[src/rtl/note_phase_acc.sv]
// note_phase_acc
//   Turns a MIDI note number into a DDS phase increment and runs the phase
//   accumulator that feeds the sine-table stage.
//   The increment comes from a 12-entry table for the top octave (notes
//   120..131). Each lower octave halves it, so it is shifted right once for
//   every octave below 10.
//
// Ports
//   CLK        in   1  clock; all state changes on its rising edge
//   RESET      in   1  asynchronous, active-low reset
//   NOTE       in   8  MIDI note number, sampled on acceptance
//   NOTE_VALID in   1  request to load NOTE
//   READY      out  1  high when a note can be accepted (FSM idle)
//   ENABLE     in   1  accumulator advance enable
//   PHASE_RST  in   1  synchronous clear of the phase (has priority over ENABLE)
//   ADDER      out 32  current phase increment
//   DDS        out 32  phase accumulator
//   WRAP       out  1  one-cycle pulse after the accumulator carries out of bit 31
//   NOTE_ERR   out  1  one-cycle pulse after a note above 127 is rejected
module note_phase_acc #(
    parameter int unsigned F_CLK_HZ = 10000000
) (
    input  logic        CLK,
    input  logic        RESET,
    input  logic [7:0]  NOTE,
    input  logic        NOTE_VALID,
    output logic        READY,
    input  logic        ENABLE,
    input  logic        PHASE_RST,
    output logic [31:0] ADDER,
    output logic [31:0] DDS,
    output logic        WRAP,
    output logic        NOTE_ERR
);

    // The table below is only valid for a 10 MHz clock. Any other rate
    // yields a zero increment, which holds the phase still.
    localparam bit CLK_SUPPORTED = (F_CLK_HZ == 32'd10000000);

    typedef enum logic [1:0] {
        IDLE = 2'd0,
        DIV  = 2'd1,
        LOAD = 2'd2
    } state_t;

    state_t      r_state;
    state_t      w_state_nxt;
    logic [7:0]  r_rem;
    logic [3:0]  r_oct;
    logic [31:0] r_adder;
    logic [31:0] r_dds;
    logic        r_wrap;
    logic        r_err;
    logic [31:0] w_tbl_raw;
    logic [31:0] w_tbl;
    logic [3:0]  w_shift;
    logic [32:0] w_sum;

    // Increments for notes 120..131, indexed by semitone within the octave.
    always_comb begin
        w_tbl_raw = '0;
        case (r_rem)
            8'd0:    w_tbl_raw = 32'd3595754;
            8'd1:    w_tbl_raw = 32'd3809569;
            8'd2:    w_tbl_raw = 32'd4036098;
            8'd3:    w_tbl_raw = 32'd4276097;
            8'd4:    w_tbl_raw = 32'd4530367;
            8'd5:    w_tbl_raw = 32'd4799756;
            8'd6:    w_tbl_raw = 32'd5085165;
            8'd7:    w_tbl_raw = 32'd5387544;
            8'd8:    w_tbl_raw = 32'd5707904;
            8'd9:    w_tbl_raw = 32'd6047114;
            8'd10:   w_tbl_raw = 32'd6406906;
            8'd11:   w_tbl_raw = 32'd6787880;
            default: w_tbl_raw = '0;
        endcase
    end

    assign w_tbl   = CLK_SUPPORTED ? w_tbl_raw : '0;
    assign w_shift = 4'd10 - r_oct;

    // ---------------- FSM state register ----------------
    always_ff @(posedge CLK or negedge RESET) begin
        if (!RESET) begin
            r_state <= IDLE;
        end else begin
            r_state <= w_state_nxt;
        end
    end

    // ---------------- FSM next state ----------------
    always_comb begin
        w_state_nxt = r_state;
        case (r_state)
            IDLE: begin
                if (NOTE_VALID && (NOTE <= 8'd127)) begin
                    w_state_nxt = DIV;
                end
            end
            DIV: begin
                if (r_rem < 8'd12) begin
                    w_state_nxt = LOAD;
                end
            end
            LOAD:    w_state_nxt = IDLE;
            default: w_state_nxt = IDLE;
        endcase
    end

    // The note is split into octave and semitone by repeated subtraction of 12,
    // one step per cycle, so no divider is needed.
    always_ff @(posedge CLK or negedge RESET) begin
        if (!RESET) begin
            r_rem   <= '0;
            r_oct   <= '0;
            r_adder <= '0;
            r_err   <= 1'b0;
        end else begin
            r_err <= 1'b0;
            case (r_state)
                IDLE: begin
                    if (NOTE_VALID) begin
                        if (NOTE > 8'd127) begin
                            r_err <= 1'b1;
                        end else begin
                            r_rem <= NOTE;
                            r_oct <= '0;
                        end
                    end
                end
                DIV: begin
                    if (r_rem >= 8'd12) begin
                        r_rem <= r_rem - 8'd12;
                        r_oct <= r_oct + 4'd1;
                    end
                end
                LOAD: begin
                    r_adder <= w_tbl >> w_shift;
                end
                default: ;
            endcase
        end
    end

    // ---------------- phase accumulator ----------------
    assign w_sum = {1'b0, r_dds} + {1'b0, r_adder};

    always_ff @(posedge CLK or negedge RESET) begin
        if (!RESET) begin
            r_dds  <= '0;
            r_wrap <= 1'b0;
        end else begin
            if (PHASE_RST) begin
                r_dds  <= '0;
                r_wrap <= 1'b0;
            end else if (ENABLE) begin
                r_dds  <= w_sum[31:0];
                r_wrap <= w_sum[32];
            end else begin
                r_wrap <= 1'b0;
            end
        end
    end

    assign READY    = (r_state == IDLE);
    assign ADDER    = r_adder;
    assign DDS      = r_dds;
    assign WRAP     = r_wrap;
    assign NOTE_ERR = r_err;

endmodule
[config.mk]
export PLATFORM = sky130hd
export DESIGN_NAME = note_phase_acc
export DESIGN_NICKNAME = d
export VERILOG_FILES = /design/src/rtl/note_phase_acc.sv
export SDC_FILE = /design/constraint.sdc
export NUM_CORES = 1
export LEC_CHECK = 0
export ABC_CLOCK_PERIOD_IN_PS = 3400
export CORE_ASPECT_RATIO = 0.7
export CORE_MARGIN = 2
export CORE_UTILIZATION = 48
export CTS_CLUSTER_SIZE = 10
export DETAILED_ROUTE_END_ITERATION = 10
export GPL_TIMING_DRIVEN = 0
export PLACE_DENSITY = 0.71
export SYNTH_ARGS = -nofsm -noshare
export SYNTH_HDL_FRONTEND = slang
export SYNTH_SLANG_ARGS = --single-unit
[constraint.sdc]
create_clock -name CLK -period 3.4 [get_ports CLK]
set_clock_uncertainty 0.15 [all_clocks]
set_input_delay 0.68 -clock CLK [delete_from_list [all_inputs] [get_ports CLK]]
set_output_delay 0.68 -clock CLK [all_outputs]
set_load 0.1 [all_outputs]
Yosys cells after proc, flatten, opt, wreduce, memory -nomap -nowiden
Memory sizes are Yosys's and may differ from the RTL's.
Index checks and enable logic that the tools add are counted.
{"block": "totals", "register_bits": 80, "word_cells": 50, "mem_count": 1, "out_inout_bits": 67, "inputBits": 13, "mem_bits_ro": 368}
{"block": "op_classes", "shift": 1, "reduce_logical": 7, "magnitude_cmp": 4, "n_addsub": 4, "n_eq_ne": 7, "muxes": 19}
{"name": "(name not given)", "words": 16, "width": 23, "read_ports": 1, "rd_clocked_by_memory_dff": 0, "write_ports": 0, "line": "62", "source": "case (r_rem)"}
{"op": "$mux 32", "n": 3}
{"op": "$add 32x32->33", "n": 1}
{"op": "$shr 32x4->32", "n": 1}
{"op": "$mux 8", "n": 3}
{"op": "$pmux 8 s2", "n": 1}
{"op": "$mux 4", "n": 3}
{"op": "$ge 8x4->1 const B", "n": 1}
{"op": "$gt 8x7->1 const B", "n": 1}
{"op": "$le 8x7->1 const B", "n": 1}
{"op": "$lt 8x4->1 const B", "n": 1}
{"op": "$ne 2x2->1 const B", "n": 4}
{"op": "$pmux 4 s2", "n": 1}
{"op": "$sub 8x4->8 const B", "n": 1}
{"op": "$mux 1", "n": 5}
{"op": "$add 4x1->4 const B", "n": 1}
{"op": "$logic_not 4->1", "n": 1}
{"op": "$mux 2", "n": 2}
{"op": "$pmux 2 s2", "n": 1}
{"op": "$reduce_and 4->1", "n": 1}
{"op": "$reduce_bool 2->1", "n": 2}
{"op": "$sub 4x4->4 const A", "n": 1}
{"op": "$eq 2x1->1 const B", "n": 1}
{"op": "$eq 2x2->1 const B", "n": 1}
{"op": "$logic_not 2->1", "n": 1}
{"op": "other kinds (3)", "n": 3}

Longest topological paths before layout
Gate-level depths: netlist of run 1.
{"block": "logic_depth", "ltp_word": 4, "mapped_depth": 11, "depth_no_buf": 10}

Least setup slack after synthesis of run 1
Ideal clock, no wire load.
{"block": "synth_path", "path_kind": "flip-flop to flip-flop", "startpoint": "register r_dds[0] (netlist: DDS[0])", "endpoint": "register r_dds[28] (netlist: DDS[28])", "required_ns": 3.131, "period_less_slack_ns": 3.459, "slack_ns": -0.059, "setup_time_ns": 0.119, "arrival_time_ns": 3.190, "n_path_buf": 0, "stages_incl_launch_ff": 11, "path_cell_list": "dfrtp_1 ha_1 inv_1 fa_1 nand2b_1 a21oi_1 o21ai_1 o41ai_2 a41oi_1 o21a_1 o21a_1"}
{"block": "synth_via", "elab_chain_cells": 3}
{"element": "start, declared", "line": "51", "source": "logic [31:0] r_dds;"}
{"element": "start signal, assigned", "line": "157", "source": "r_dds <= w_sum[31:0];"}
{"element": "$add 32x32->33", "line": "146", "source": "assign w_sum = {1'b0, r_dds} + {1'b0, r_adder};"}
{"element": "$mux 32", "line": "156", "source": "end else if (ENABLE) begin"}
{"element": "$mux 32", "line": "153", "source": "if (PHASE_RST) begin"}
Every way passes these cells. The select of a mux whose other input is x is not followed.
A chain may end at the register's enable or synchronous reset.

Worst setup path in the final report of run 1
{"block": "layout_path", "startpoint": "register r_oct[0]", "endpoint": "register r_adder[11] (netlist: ADDER[11])"}
{"block": "layout_via", "elab_chain_cells": 2}
{"element": "start, declared", "line": "49", "source": "logic [3:0] r_oct;"}
{"element": "start signal, assigned", "line": "134", "source": "r_oct <= r_oct + 4'd1;"}
{"element": "$sub 4x4->4", "line": "80", "source": "assign w_shift = 4'd10 - r_oct;"}
{"element": "$shr 32x4->32", "line": "138", "source": "r_adder <= w_tbl >> w_shift;"}
{"element": "end signal, assigned", "line": "138"}
{"element": "end, declared", "line": "50", "source": "logic [31:0] r_adder;"}
Every way passes these cells.

==> flow_summary_export.csv, run 1 <==
group,metric,value,unit
clocking,ctsRootBufferMaster,"clkbuf_16",
synthesis,synth_top_area_cell,"dfrtp_1",
synthesis,netlist_area,0.00593,mm^2
timing,rsz0062_at_grt,"no",
setup_path,path_class,"reg -> reg",
flow_run,drv_cap,0,
grt,grt_max_degree,71,
floorplan,pin_count,80,
timing,min_period_over_period,95.6,%
finish,antenna_cells,0,
grt,grt.total_usage,29.9,%
floorplan,core_area,0.0119,mm^2
finish,drive_gt1_share,6.93,%
synthesis,yosys_most_used_dff,"dfrtp_1",
route,firstDrtPassIters,5,
clocking,cts_tree,"done",
synthesis,yosysSeqAreaShare,30.0,%
setup_path,path_delay_family,"buffers and inverters",
pwr,cellPowerDensity,997,mW/mm^2
synthesis,syn_inst,728,
finish,fin_area,0.00719,mm^2
placement,gp_congestion,0.991,
finish,utilization,60.5,%
synthesis,ys_warn_count,0,
route,drtIter0Drc,647,
timing,tightest_slew,1.27,ns
clocking,cts.path.max_buffers,2,
finish,syn_to_final_growth,21.4,%
floorplan,initial_core_util,49.8,%
timing,hold_violations,0,
timing,fmax,0.308,GHz
grt,grt_pass1_vias,5823,
setup_path,crit_start,"r_oct[0]",
setup_path,cp_slowest_stage_delay,0.58,ns
setup_path,cpMaxStageDelayCell,"a211oi_1",
synthesis,ys_ff_latch,71,
clocking,insertion_delay,0.34,ns
route,vias,6218,
setup_path,critPathBufInv,3,
route,viasPerCell,6.35,
timing,setup_violations,0,
clocking,htree_num_levels,3,
floorplan,die_height,97.0,um
clocking,cts.sinks,71,
pwr,ir_drop,0.000595,V
timing,drv_slew,0,
setup_path,critPathCaptureType,"register",
pwr,leakagePower,3.14,nW
worst_hold_path,min_path_type,"reg -> reg",
placement,io_buffers,69,
grt,antenna_found_initial,0,
route,drc,0,
placement,placed_cell_area,0.00687,mm^2
status,status,"finished clean",
placement,place_ws,0.0776,ns
route,wire_per_inst,19.8,um
synthesis,synthTopCellsByArea,"dfrtp_1, ha_1, nor2_1, a21oi_1, nand2_1",
setup_path,crit_required,3.45,ns
timing,whs,0.395,ns
floorplan,die-area,0.0133,mm^2
finish,fin_nets,863,
synthesis,netlist.area_leader.share,30.0,%
synthesis,syn_area_per_cell,8.14,um^2
worst_hold_path,hp-start,"DDS[0]",
synthesis,synth.distinct_cells,77,
setup_path,crit_arrival,3.30,ns
clocking,clk_pin_slew,0.06,ns
clocking,cts_buffers,9,
route,drt_wl_total,19400,um
synthesis,synth_edf_count,0,
clocking,postCtsSetupBuffers,0,
route,detail-route-antenna-nets,0,
pwr,power,7.17,mW
timing,worst_slack,0.149,ns
grt,grt_pass1_wl,31300,um
setup_path,path_cells,"clkbuf_1 > clkbuf_1 > buf_1 > a2111oi_0 > nor2_1 > o21ai_0 > a211oi_1 > o21ai_0",
grt,gr-total-overflow,0,
floorplan,rows,33,
setup_path,r2r_start,"r_oct[0]",
setup_path,cp_max_fo,10,
synthesis,synth-async-reset-ratio,100,%
floorplan,die_w,137,um
timing,relSlewSlack,14.9,%
placement,hpwl,14800,um
timing,layout_min_cycle_time,3.25,ns
setup_path,worst_setup_path_start_kind,"register",
[sequential cells by signal, indices dropped and copies added (netlist names)]
register / count
r_oct: 4
NOTE_ERR: 1
DDS: 32
r_rem: 8
WRAP: 1
ADDER: 23
r_state: 2
[worst paths after layout]
path,to,slack [ns],depth (start not counted)
worst max-delay path,ADDER[11],0.15,8
max in group asynchronous,DDS[0],2.01,3
worst min register to register,DDS[0],0.40,2
min in group asynchronous,r_rem[4],0.52,2
worst min-delay path,DDS[0],0.40,2
worst max register to register,ADDER[11],0.15,8
[where the power goes]
part	switching [mW]	total, mW	leakage [nW]	internal (mW)
clock network	0.394	0.967	0.143	0.573
logic	3.44	4.92	2.04	1.48
registers	0.242	1.28	0.961	1.04
total	4.08	7.17	3.14	3.09
[cells in the mapped netlist (all sizes together), types with 3 or more instances]
| cell type | count |
|---|---|
| a32o | 5 |
| o31a | 4 |
| or4 | 3 |
| nand4 | 10 |
| a31oi | 9 |
| o211ai | 17 |
| a21oi | 56 |
| buf | 26 |
| o221ai | 5 |
| o22ai | 5 |
| nor2 | 81 |
| and3 | 6 |
| ha | 32 |
| o32ai | 4 |
| xnor2 | 11 |
| a32oi | 4 |
| a21o | 7 |
| mux2i | 26 |
| clkbuf | 29 |
| mux4 | 4 |
| nand2 | 74 |
| nand3 | 14 |
| nand2b | 7 |
| dfrtp | 71 |
| o21ai | 60 |
| nor2b | 18 |
| o311ai | 5 |
| xor2 | 15 |
| o2bb2ai | 3 |
| mux2 | 7 |
| nor3 | 10 |
| o31ai | 4 |
| or3 | 5 |
| a22oi | 4 |
| a22o | 4 |
| a211oi | 8 |
| or2 | 3 |
| a211o | 3 |
| and2 | 3 |
| o21a | 9 |
| nor4 | 3 |
| inv | 22 |
[timing repair]
| action | 4_1_cts | 5_1_grt |
|---|---|---|
| gates resized for setup | 0 | 6 |
| hold endpoints to repair | 1 | 0 |
| setup endpoints to repair | 0 | 13 |
| hold buffers | 1 | 0 |
[cells by family after synthesis]
logic type	count (synthesis)	synth area share (%)
buffers and inverters	78	5.72
adders and majority gates	33	7.09
muxes	37	7.24
and+or+nand+nor	244	19.1
AOI/OAI and AO/OA	238	26.9
xor gates and xnor gates	26	3.84
DFF	71	30.0
other	1	0.0633
[placed cells by master, fill, tap and decap left out, drive strengths merged, types with 15 or more instances in the layout]
cell | netlist | final
clkbuf | 29 | 38
o21ai | 60 | 60
nand2 | 74 | 74
xor2 | 15 | 15
buf | 26 | 28
nor2b | 18 | 18
ha | 32 | 32
inv | 22 | 23
a21oi | 56 | 56
clkdlybuf4s50 | 0 | 68
nor2 | 81 | 81
dfrtp | 71 | 71
mux2i | 26 | 26
o211ai | 17 | 17
[worst reg2reg max path, stage by stage (launching register included)]
cell and delay, ns:
dfrtp_1 0.35, clkbuf_1 0.42, clkbuf_1 0.49, buf_1 0.42
a2111oi_0 0.19, nor2_1 0.14, o21ai_0 0.23, a211oi_1 0.59
o21ai_0 0.15
[final cells by class]
| cell class | count | area, um^2 |
|---|---|---|
| clock inverters | 6 | 68.8 |
| multi-input cells | 587 | 3860 |
| fillers | 1064 | 4700 |
| inverters | 23 | 86.3 |
| plain buffers | 54 | 251 |
| clock buffers | 10 | 229 |
| well taps | 157 | 196 |
| repair buffers | 71 | 726 |
| flip-flops and latches | 71 | 1780 |
[stage by stage]
stage	instances	TNS, ns
6_report	979	0
5_1_grt	979	0
3_5_place_dp	963	0
3_3_place_gp	962	-68.51
4_1_cts	980	0
2_1_floorplan	736	0
[routing by layer]
| layer | track usage, % | vias to the layer above | wire length [um] |
|---|---|---|---|
| met2 | 40.3 | 346 | 7820 |
| met1 | 47.2 | 3014 | 9380 |
| met4 | 4.92 | 0 | 184 |
| li1 | - | 2838 | - |
| met3 | 8.65 | 20 | 2040 |
| met5 | 0 | - | 0 |
Note: power is estimated with default switching activity, not from simulation.
==> run 2, diff against run 1 <==
--- a/config.mk
+++ b/config.mk
@@ -9,7 +9,7 @@
 export CORE_ASPECT_RATIO = 0.7
 export CORE_MARGIN = 2
 export CORE_UTILIZATION = 48
-export CTS_CLUSTER_SIZE = 10
+export CTS_CLUSTER_SIZE = 30
 export DETAILED_ROUTE_END_ITERATION = 10
 export GPL_TIMING_DRIVEN = 0
 export PLACE_DENSITY = 0.71
==> constraint.sdc (replaced) <==
create_clock -name CLK -period 3.4 [get_ports CLK]
set_clock_uncertainty 0.15 [all_clocks]
set_input_delay 0.68 -clock CLK [delete_from_list [all_inputs] [get_ports CLK]]
set_output_delay 0.68 -clock CLK [all_outputs]
set_load 0.01 [all_outputs]
==> run 2 against run 1 <==
  * Non-clock buffer count decreased by 1
  * Routed wire length increased by 0.34%
  * Count of clock-buffer cells in the layout unchanged
  * Hold slack got worse by 0.20 ns
  * Global-route usage increased by 0.63 points
  * Sequential share of layout area about the same
  * Worst setup slack got worse by 0.062 ns
  * Final cell count decreased by 0.20%
  * Critical endpoint is now ADDER[7]
  * Maximum frequency decreased by 1.9%
  * Final area decreased by 0.12%
==> flow_summary_export.csv, run 2 (synthesis gave the netlist of run 1 again) <==
group,metric,value,unit
status,status,"finished clean",
setup_path,worst_setup_path_start_kind,"register",
finish,mostFrequentLayoutCell,"nor2_1",
finish,final_cell_mix,"nor2_1, nand2_1, dfrtp_1, clkdlybuf4s50_1, a21oi_1",
placement,io_buffers,69,
finish,largest_reg_flops,32,
pwr,leakagePower,3.14,nW
route,wire_per_inst,20.0,um
setup_path,path_cells,"ha_1 > clkbuf_1 > clkbuf_2 > clkbuf_1 > clkbuf_1 > o221ai_1 > o21ai_1 > o221ai_1",
timing,tightest_slew,1.28,ns
clocking,clk_pin_slew,0.06,ns
setup_path,path_class,"reg -> reg",
timing,whs,0.200,ns
clocking,cts_buffers,9,
pwr,combinationalPowerShare,64.1,%
grt,grt.total_usage,30.5,%
setup_path,crit_start,"r_oct[1]",
setup_path,r2r_start,"r_oct[1]",
route,drt_wl_total,19500,um
placement,gp_congestion,1.01,
clocking,insertion_delay,0.33,ns
clocking,ctsRootBufferMaster,"clkbuf_16",
timing,relSlewSlack,14.1,%
timing,hold_violations,0,
grt,antenna_found_initial,0,
setup_path,cp_max_fo,10,
floorplan,rows,33,
setup_path,reg2reg_slack,0.09,ns
clocking,postCtsSetupBuffers,0,
finish,drive_gt1_share,6.71,%
finish,utilization,60.4,%
pwr,p_int,3.10,mW
setup_path,cp_slowest_stage_delay,0.45,ns
floorplan,die-area,0.0133,mm^2
setup_path,r2r_cells,8,
pwr,power_frac_seq,20.4,%
setup_path,crit_required,3.45,ns
setup_path,cpMaxStageDelayCell,"clkbuf_1",
setup_path,crit_top_cell,"clkbuf_1",
worst_hold_path,min_path_type,"in -> async",
grt,grt_max_degree,72,
pwr,switching_share,50.5,%
clocking,htree_num_levels,3,
grt,grt_pass1_vias,5857,
placement,hpwl,14900,um
timing,drv_slew,0,
finish,syn_to_final_growth,21.2,%
finish,fin_nets,862,
clocking,cts_tree,"done",
setup_path,critPathCaptureType,"register",
pwr,clock_power_share,15.5,%
timing,rsz0062_at_grt,"yes",
floorplan,core_area,0.0119,mm^2
grt,gr-total-overflow,0,
setup_path,crit_arrival,3.36,ns
timing,fmax,0.302,GHz
floorplan,die_height,97.0,um
finish,antenna_cells,0,
timing,setup_tns,0,ns
timing,layout_min_cycle_time,3.31,ns
pwr,cellPowerDensity,873,mW/mm^2
route,vias,6180,
grt,grt_pass1_wl,31800,um
flow_run,drv_cap,0,
clocking,cts.path.max_buffers,2,
route,drtIter0Drc,624,
floorplan,die_w,137,um
route,viasPerCell,6.33,
floorplan,pin_count,80,
floorplan,initial_core_util,49.8,%
clocking,cts.sinks,71,
timing,setup_violations,0,
pwr,p_sw,3.17,mW
setup_path,rr_endpoint,"ADDER[7]",
pwr,ir_drop,0.000553,V
route,firstDrtPassIters,6,
route,drc,0,
route,detail-route-antenna-nets,0,
timing,min_period_over_period,97.4,%
run 2: cell types whose count changed in the layout (fill, tap and decap cells not counted), sizes merged:
cell	delta
buf	-1
clkbuf	+1
clkinv	-1
clkinvlp	+1
dlygate4sd3	-1
inv	-1
run 2: layout make-up:
cell class / instances / area, um^2
buffer: 54 / 250
multi-input combinational: 587 / 3860
clock inverter: 5 / 58.8
inverter: 23 / 86.3
tap: 157 / 196
timing repair buffer: 70 / 716
sequential: 71 / 1780
clock buffer: 10 / 239
fill: 1050 / 4710
run 2: timing repair:
item                                    4_1_cts  5_1_grt
hold buffers                                  0        0
endpoints found under the setup margin        0       12
resized for setup                             0        4
run 2: power groups by stage:
stage,clock (mW),combinational [mW],sequential [mW]
detailed placement,0,3.85,1.29
CTS,0.982,3.87,1.27
finish,0.975,4.02,1.28
global route,1.03,4.38,1.31
floorplan,0,2.64,1.26
global placement,0,3.83,1.28
run 2: worst max-delay path: cells and delay by family (launching register included):
kind                       cells  cell delay [ns]
AOI/OAI and AO/OA              3             0.61
adders and majority gates      1             0.29
buffers and inverters          4             1.69
DFF                            1             0.42
run 2: worst max path at each step:
stage	endpoint	cells past startpoint
global route	ADDER[7]	8
global placement	DDS[5]	1
floorplan	DDS[28]	10
CTS	ADDER[7]	8
detailed placement	ADDER[7]	8
finish	ADDER[7]	8
run 2: per-layer routing:
metal / vias up / global-route usage (%) / part of all wire [%]
met3: 21 / 8.39 / 10
met4: 0 / 6.11 / 1.1
met1: 2981 / 48.8 / 49
met2: 346 / 40.2 / 40
li1: 2832 / - / -
met5: - / 0 / 0
run 2: metrics by stage:
stage / cell area (um^2) / cells / setup WS [ns] / power (mW)
after global routing: 7190 / 977 / -0.0117 / 6.71
after floorplan: 5960 / 736 / 0.602 / 3.90
final: 7190 / 977 / 0.0870 / 6.27
after CTS: 7170 / 978 / 0.0593 / 6.13
after detailed placement: 6870 / 963 / 0.107 / 5.14
after global placement: 6840 / 962 / -0.954 / 5.10
==> run 3, diff against run 2 <==
--- a/config.mk
+++ b/config.mk
@@ -6,13 +6,15 @@
 export NUM_CORES = 1
 export LEC_CHECK = 0
 export ABC_CLOCK_PERIOD_IN_PS = 3400
+export CELL_PAD_IN_SITES_DETAIL_PLACEMENT = 0
+export CELL_PAD_IN_SITES_GLOBAL_PLACEMENT = 1
 export CORE_ASPECT_RATIO = 0.7
 export CORE_MARGIN = 2
-export CORE_UTILIZATION = 48
+export CORE_UTILIZATION = 42
 export CTS_CLUSTER_SIZE = 30
 export DETAILED_ROUTE_END_ITERATION = 10
 export GPL_TIMING_DRIVEN = 0
-export PLACE_DENSITY = 0.71
+export PLACE_DENSITY_LB_ADDON = 0.1
 export SYNTH_ARGS = -nofsm -noshare
 export SYNTH_HDL_FRONTEND = slang
 export SYNTH_SLANG_ARGS = --single-unit
==> run 3 against run 2 <==
  * Critical path depth unchanged
  * Final area increased by 0.78%
  * Largest cell class unchanged
  * Routed wire length increased by 1.6%
  * Sequential power about the same
  * Die area increased by 14%
  * Critical endpoint unchanged
  * Utilization decreased by 8.2 points
  * Worst setup slack improved by 0.13 ns
  * Hold slack improved by 0.20 ns
  * Count of clock-buffer cells in the layout decreased by 1
  * Sequential cell count unchanged
  * Largest power group unchanged
  * Critical path type unchanged
==> flow_summary_export.csv, run 3 (synthesis gave the netlist of run 1 again) <==
group,metric,value,unit
timing,tightest_slew,1.17,ns
setup_path,critPathCaptureType,"register",
clocking,insertion_delay,0.34,ns
timing,setup_violations,0,
route,drt_wl_total,19800,um
pwr,combinationalPowerShare,64.2,%
grt,antenna_found_initial,0,
route,wire_per_inst,19.6,um
setup_path,path_class,"reg -> reg",
finish,final_cell_mix,"nor2_1, nand2_1, dfrtp_1, clkdlybuf4s50_1, a21oi_1",
pwr,switching_share,50.8,%
route,detail-route-antenna-nets,0,
timing,whs,0.399,ns
floorplan,die_w,146,um
status,status,"finished clean",
grt,grt_pass1_wl,31200,um
placement,hpwl,15200,um
finish,drive_gt1_share,6.93,%
finish,n_fill_cell,1377,
floorplan,die-area,0.0151,mm^2
placement,io_buffers,69,
clocking,ctsRootBufferMaster,"clkbuf_16",
floorplan,pin_count,80,
pwr,cellPowerDensity,869,mW/mm^2
grt,grt_max_degree,69,
timing,fmax,0.314,GHz
placement,gp_congestion,1.00,
grt,grt.total_usage,26.4,%
pwr,clock_power_share,15.6,%
timing,layout_min_cycle_time,3.19,ns
finish,syn_to_final_growth,22.2,%
floorplan,die_height,103,um
pwr,leakagePower,3.15,nW
route,drc,0,
floorplan,initial_core_util,42.7,%
finish,largest_reg_flops,32,
clocking,cts_buffers,9,
setup_path,cp_slowest_stage_delay,0.43,ns
clocking,cts_tree,"done",
timing,relSlewSlack,21.2,%
flow_run,drv_cap,0,
route,drtIter0Drc,544,
worst_hold_path,min_path_type,"reg -> reg",
floorplan,rows,36,
clocking,clk_pin_slew,0.07,ns
finish,utilization,52.2,%
timing,drv_slew,0,
timing,hold_violations,0,
setup_path,path_cells,"ha_1 > clkbuf_1 > clkbuf_2 > clkbuf_2 > clkbuf_1 > o221ai_1 > o21ai_1 > o221ai_1",
grt,grt_pass1_vias,5617,
timing,min_period_over_period,93.7,%
finish,fin_nets,863,
setup_path,worst_setup_path_start_kind,"register",
route,viasPerCell,6.00,
pwr,power_frac_seq,20.2,%
setup_path,crit_required,3.45,ns
route,vias,6076,
finish,antenna_cells,0,
pwr,p_int,3.10,mW
pwr,p_sw,3.20,mW
clocking,cts.sinks,71,
clocking,htree_num_levels,3,
setup_path,cp_max_fo,10,
clocking,cts.path.max_buffers,2,
setup_path,cpMaxStageDelayCell,"clkbuf_1",
clocking,postCtsSetupBuffers,0,
route,firstDrtPassIters,5,
timing,rsz0062_at_grt,"no",
floorplan,core_area,0.0139,mm^2
setup_path,crit_arrival,3.23,ns
finish,mostFrequentLayoutCell,"nor2_1",
pwr,ir_drop,0.000421,V
grt,gr-total-overflow,0,
==> run 3: changes by cell type in the layout (fill, tap and decap cells not counted) <==
| cell | change |
|---|---|
| a211oi_2 | -1 |
| o21ai_0 | -1 |
| clkbuf_2 | +2 |
| clkbuf_8 | -1 |
| clkbuf_1 | -1 |
| a211oi_1 | +1 |
| buf_1 | -1 |
| inv_6 | +2 |
| clkinv_2 | -1 |
| clkinv_4 | +1 |
| o21ai_1 | +1 |
| dlygate4sd3_1 | +1 |
==> run 3: timing repair <==
action | in CTS | in global routing
endpoints found under the hold margin | 3 | 0
gates resized for setup | 0 | 7
hold buffers | 1 | 0
endpoints found under the setup margin | 0 | 13
==> run 3: layout make-up <==
type,count,area (um^2),area share (%)
multi-input cells,587,3860,53.3
flip-flops and latches,71,1780,24.5
repair buffers,71,726,10.0
plain buffers,54,253,3.49
well taps,190,238,3.28
clock buffers,9,225,3.11
inverters,23,86.3,1.19
clock inverters,7,80.1,1.11
==> run 3: metal layers <==
metal  wire length, um  vias to the layer above  GRT usage, %
li1                  -                     2838             -
met1             10200                     2956          41.8
met2              7680                      269          36.4
met3              1810                       13          6.01
met4               109                        0          4.71
met5                 0                        -             0
==> run 3: power by group through the flow <==
stage,clock network (mW),registers (mW),logic (mW)
finish,0.982,1.27,4.04
global route,1.05,1.30,4.37
CTS,1.01,1.27,3.92
detailed placement,0,1.29,3.89
global placement,0,1.28,3.90
floorplan,0,1.26,2.64
==> run 3: final timing paths <==
| check | start | cells after the start | slack (ns) | end |
|---|---|---|---|---|
| worst min register to register | DDS[0] | 2 | 0.40 | DDS[0] |
| min in group asynchronous | RESET | 2 | 0.54 | ADDER[0] |
| max in group asynchronous | RESET | 3 | 2.01 | DDS[17] |
| worst max-delay path | r_oct[1] | 8 | 0.21 | ADDER[7] |
| worst max register to register | r_oct[1] | 8 | 0.21 | ADDER[7] |
| worst min-delay path | DDS[0] | 2 | 0.40 | DDS[0] |
==> run 3: stage by stage <==
step | setup TNS, ns | setup slack [ns] | total power, mW | instance area, um^2 | cells
6_report | 0 | 0.215 | 6.30 | 7240 | 1012
5_1_grt | 0 | 0.00980 | 6.72 | 7240 | 1012
4_1_cts | 0 | 0.0422 | 6.20 | 7230 | 1013
3_5_place_dp | 0 | 0.109 | 5.18 | 6910 | 996
3_3_place_gp | -79.96 | -1.14 | 5.19 | 6890 | 995
2_1_floorplan | 0 | 0.602 | 3.90 | 5960 | 736
==> run 3: critical path: cells and delay by family (launching register included) <==
| kind | cells | cell delay [ns] |
|---|---|---|
| AOI/OAI and AO/OA | 3 | 0.63 |
| buffers and inverters | 4 | 1.55 |
| adders and majority gates | 1 | 0.29 |
| DFF | 1 | 0.41 |
